===== config.mk =====
export PLATFORM = sky130hd
export DESIGN_NAME = serial_slice_adder
export DESIGN_NICKNAME = d
export VERILOG_FILES = /design/src/rtl/serial_slice_adder.sv
export SDC_FILE = /design/constraint.sdc
export NUM_CORES = 1
export LEC_CHECK = 0
export ABC_AREA = 0
export BUFFER_PORTS_ARGS = -buffer_cell sky130_fd_sc_hd__buf_2
export CORE_MARGIN = 1
export CORE_UTILIZATION = 50
export DETAILED_ROUTE_END_ITERATION = 10
export PLACE_DENSITY = 0.75
export SLEW_MARGIN = 20
export SYNTH_ARGS = -nofsm -noshare
export SYNTH_HDL_FRONTEND = slang
export SYNTH_SLANG_ARGS = --single-unit

===== constraint.sdc =====
create_clock -name CLK -period 2.9 [get_ports CLK]
set_input_delay 0.58 -clock CLK [delete_from_list [all_inputs] [get_ports CLK]]
set_output_delay 0.58 -clock CLK [all_outputs]
set_load 0.05 [all_outputs]

===== src/rtl/serial_slice_adder.sv =====
// Multi-cycle adder: adds WIDTH-bit operands SLICE bits per clock, rippling a registered carry.
// Optional build macro SA_SUB_EN adds SA_SUB (result = A + ~B + C_0).

module serial_slice_adder_slice #(
  parameter int SLICE = 4
) (
  input  logic [SLICE-1:0] i_a,
  input  logic [SLICE-1:0] i_b,
  input  logic             i_c,
  output logic [SLICE-1:0] o_sum,
  output logic             o_cout,
  output logic             o_cmsb
);
  logic [SLICE:0] w_full;

  assign w_full = {1'b0, i_a} + {1'b0, i_b} + {{SLICE{1'b0}}, i_c};
  assign o_sum  = w_full[SLICE-1:0];
  assign o_cout = w_full[SLICE];
  // Carry into the top bit recovered from that bit's sum and operands.
  assign o_cmsb = w_full[SLICE-1] ^ i_a[SLICE-1] ^ i_b[SLICE-1];
endmodule

module serial_slice_adder #(
  parameter int WIDTH = 16,
  parameter int SLICE = 4
) (
  input  logic             CLK,
  input  logic             RST,
  input  logic             SA_START,
  input  logic [WIDTH-1:0] SA_A,
  input  logic [WIDTH-1:0] SA_B,
  input  logic             SA_C_0,
`ifdef SA_SUB_EN
  input  logic             SA_SUB,
`endif
  output logic             SA_BUSY,
  output logic             SA_DONE,
  output logic [WIDTH-1:0] SA_F,
  output logic             SA_C_1,
  output logic             SA_OV
);
  localparam int NSLICE = WIDTH / SLICE;
  localparam int CW     = (NSLICE > 1) ? $clog2(NSLICE) : 1;

  typedef enum logic [1:0] {IDLE, RUN, DONE} state_t;

  state_t           r_state, w_state_nxt;
  logic [WIDTH-1:0] r_a, r_b, r_f, w_b_in;
  logic [CW-1:0]    r_cnt;
  logic             r_carry, r_c1, r_ov;
  logic             w_accept, w_last;
  logic [SLICE-1:0] w_sum;
  logic             w_cout, w_cmsb;

`ifdef SA_SUB_EN
  assign w_b_in = SA_B ^ {WIDTH{SA_SUB}};
`else
  assign w_b_in = SA_B;
`endif

  assign w_last = (r_cnt == CW'(NSLICE - 1));

  // Operand registers shift down each cycle, so the active slice is always the low bits.
  serial_slice_adder_slice #(.SLICE(SLICE)) u_slice (
    .i_a    (r_a[SLICE-1:0]),
    .i_b    (r_b[SLICE-1:0]),
    .i_c    (r_carry),
    .o_sum  (w_sum),
    .o_cout (w_cout),
    .o_cmsb (w_cmsb)
  );

  always_ff @(posedge CLK) begin
    if (RST) r_state <= IDLE;
    else     r_state <= w_state_nxt;
  end

  always_comb begin
    w_state_nxt = r_state;
    w_accept    = 1'b0;
    case (r_state)
      IDLE: if (SA_START) begin
        w_accept    = 1'b1;
        w_state_nxt = RUN;
      end
      RUN:  if (w_last) w_state_nxt = DONE;
      DONE: begin
        w_state_nxt = IDLE;
        if (SA_START) begin
          w_accept    = 1'b1;
          w_state_nxt = RUN;
        end
      end
      default: w_state_nxt = IDLE;
    endcase
  end

  always_ff @(posedge CLK) begin
    if (RST) begin
      r_a     <= '0;
      r_b     <= '0;
      r_f     <= '0;
      r_cnt   <= '0;
      r_carry <= 1'b0;
      r_c1    <= 1'b0;
      r_ov    <= 1'b0;
    end else if (w_accept) begin
      r_a     <= SA_A;
      r_b     <= w_b_in;
      r_f     <= '0;
      r_cnt   <= '0;
      r_carry <= SA_C_0;
      r_c1    <= 1'b0;
      r_ov    <= 1'b0;
    end else if (r_state == RUN) begin
      r_a     <= r_a >> SLICE;
      r_b     <= r_b >> SLICE;
      r_carry <= w_cout;
      r_cnt   <= r_cnt + CW'(1);
      for (int j = 0; j < NSLICE; j++)
        if (r_cnt == CW'(j)) r_f[j*SLICE +: SLICE] <= w_sum;
      if (w_last) begin
        r_c1 <= w_cout;
        r_ov <= w_cmsb ^ w_cout;
      end
    end
  end

  assign SA_BUSY = (r_state == RUN);
  assign SA_DONE = (r_state == DONE);
  assign SA_F    = r_f;
  assign SA_C_1  = r_c1;
  assign SA_OV   = r_ov;
endmodule


==> flow_metrics.env <==
export IMPL_outcome="finished, violations left"
export IMPL_violations="design-rule violations"
export IMPL_overflow=0
export IMPL_synth_area_sq_um=2350
export IMPL_worstPathArrival_ps=2370
export IMPL_via_per_inst=5.34
export IMPL_fin_nets=347
export IMPL_core_sq_um=4440
export IMPL_cts_tree="built"
export IMPL_postRouteAntennaNets=0
export IMPL_vdd_drop_max_mv=0.284
export IMPL_syn_nets=300
export IMPL_clk_pin_slew_ps=90
export IMPL_synth_async_reset_ratio_pct=0
export IMPL_path_cells="fa_1, fa_1, a21o_1, a21oi_2, xnor2_1, xnor2_1, a22o_1"
export IMPL_multi_input_area_sq_um=1110
export IMPL_crit_type="flop to flop"
export IMPL_syn_to_final_growth_pct=14.2
export IMPL_ctsResizeCount=0
export IMPL_required_ps=3090
export IMPL_drc_errors=12
export IMPL_dr_pass1_iters=7
export IMPL_period_share_pct=75.2
export IMPL_clkSinkCount=55
export IMPL_postCtsSetupRepairBufs=0
export IMPL_max_freq_ghz=0.459
export IMPL_finalSetupTns_ps=0
export IMPL_ys_seq_area_share_pct=46.9
export IMPL_final_setup_skew_ps=14.4
export IMPL_layout_common_cells="55 x dfxtp_1, 55 x buf_2, 35 x nand2_1"
export IMPL_setup_viol=0
export IMPL_grt_pass1_vias=1844
export IMPL_max_stage_delay_ps=460
export IMPL_post_dp_cell_area_sq_um=2590
export IMPL_p_leak_nw=1.13
export IMPL_slew_violations=0
export IMPL_io_pins=56
export IMPL_rsz0062_at_grt="no"
export IMPL_grt_usage_pct=20.0
export IMPL_synth_compound_area_share_pct=20.3
export IMPL_synth_xor_area_share_pct=2.56
export IMPL_vias=1892
export IMPL_synthFlopType="dfxtp_1"
export IMPL_wl_per_cell_microns=13.3
export IMPL_synth_seq_cells=55
export IMPL_worstPathMaxFanout=3
export IMPL_max_cap_violations=0
export IMPL_post_route_cells_drive_above_1_share_pct=23.8
export IMPL_hold_violations=0
export IMPL_clockBufferDepth=2
export IMPL_final_cell_area_sq_um=2680
export IMPL_relSlewSlack_pct=52.7
export IMPL_startpoint="r_a[0]$_SDFFE_PP0P_"
export IMPL_antennaDiodeCount=0
export IMPL_yosys_warnings=0
export IMPL_first_iter_violations=68
export IMPL_synth_adder_area_share_pct=5.43
export IMPL_grt_pass1_wl_mm=7.93
export IMPL_p_per_area_nw_per_um2=553
export IMPL_min_path_type="flop to flop"
export IMPL_cts_hold_buf=0
export IMPL_die_area_sq_um=4980
export IMPL_clock_latency_ps=300
export IMPL_worst_slew_pin_slew_ps=710
export IMPL_root_buffer="clkbuf_8"
export IMPL_dp_hpwl_mm=3.27
export IMPL_fp_dieW_microns=70.5
export IMPL_fillers=400
export IMPL_die_h_microns=70.5
export IMPL_synth_edf_count=0
export IMPL_yosys_area_share_simple_pct=15.7
export IMPL_startpoint_type="flop"
export IMPL_synth_top_family_by_area="compound AO/OA/AOI/OAI gates"
export IMPL_cts_buffers=5
export IMPL_cpMaxStageDelayCell="fa_1"
export IMPL_syn_instance_count=255
export IMPL_hp_start="SA_F[15]$_SDFFE_PP0P_"
export IMPL_seqCellArea_sq_um=1100
export IMPL_cp_end_kind="flop"
export IMPL_port_buffer_count=55
export IMPL_yosysUniqueCellTypes=28
export IMPL_wl_mm=4.71
export IMPL_start_util_pct=52.8
export IMPL_rows=24
export IMPL_gp_congestion=0.778
export IMPL_reg2reg_from="r_a[0]$_SDFFE_PP0P_"
export IMPL_grt_max_degree=46
export IMPL_synth_mux_area_share_pct=3.41
export IMPL_syn_avg_cell_area_sq_um=9.21
export IMPL_antenna_found_initial=0
export IMPL_htreeDepth=2
export IMPL_period_minus_slack_ps=2180
==> critical path, delay by kind of cell (launching register included) <==
kind                     cells  cell delay, ps
flip-flops                   1             340
AO/OA/AOI/OAI                3             630
XOR/XNOR                     2             230
adder cells (fa/ha/maj)      2             870
==> power by group <==
part           switching (mW)  leakage (nW)  internal [mW]
Combinational           0.139         0.632         0.0931
Sequential             0.0250         0.450          0.794
Clock                   0.238        0.0477          0.193
Total                   0.403          1.13           1.08
==> logic make-up (layout without fill, tap and decap cells) <==
| logic type | after synthesis | in the layout |
|---|---|---|
| and+or+nand+nor | 82 | 82 |
| xor gates and xnor gates | 6 | 6 |
| DFF | 55 | 55 |
| adders and majority gates | 9 | 9 |
| AOI/OAI and AO/OA | 74 | 74 |
| buffers and inverters | 21 | 68 |
| muxes | 8 | 8 |
==> synthesized netlist by cell type, drive strengths merged, types with 3 or more instances <==
library cell	n	area share, %
dfxtp	55	47
a21oi	35	7.8
nand2	35	5.6
nor2	30	5.5
a22oi	24	7.7
buf	15	4.8
a211oi	12	3.8
nand3	9	1.9
mux2i	8	3.4
ha	7	3.7
xnor2	6	2.6
clkbuf	4	0.64
nand2b	3	0.80
==> metal layers <==
metal	GRT usage, %	vias up	part of all wire [%]
met5	0	-	0
met4	7.78	0	1.1
met3	5.84	4	5.2
met2	33.9	47	45
met1	24.3	864	49
li1	-	977	-
==> through the flow <==
stage | instances | setup slack (ps) | total power [mW] | utilization, % | hold slack, ps
after floorplan | 255 | 823 | 1.02 | - | 437
after global placement | 347 | 767 | 1.07 | 58.3 | 442
after detailed placement | 347 | 718 | 1.07 | 58.3 | 443
after CTS | 354 | 694 | 1.49 | 60.4 | 457
after global routing | 354 | 608 | 1.55 | 60.4 | 478
final | 354 | 719 | 1.48 | 60.4 | 454
==> area by class of cell <==
class	instances	area share (%)
inverter	2	0.280
sequential	55	41.0
timing repair buffer	59	11.4
tap	52	2.43
multi-input combinational	179	41.5
clock buffer	6	3.08
clock inverter	1	0.326
==> flip-flops by register name, summed over array words and instances, names as in the netlist <==
name     count
r_state      2
r_cnt        2
r_carry      1
r_a         16
SA_OV        1
r_b         16
SA_C_1       1
SA_F        16
==> path summary, 6_finish.rpt <==
kind / cells past startpoint / endpoint / slack (ps)
setup / recovery: 7 / SA_OV$_SDFFE_PP0P_ / 720
hold / removal: 2 / SA_F[15]$_SDFFE_PP0P_ / 450
setup reg to reg: 7 / SA_OV$_SDFFE_PP0P_ / 720
hold reg to reg: 2 / SA_F[15]$_SDFFE_PP0P_ / 450
No activity file was read; power rests on OpenSTA's default activity.
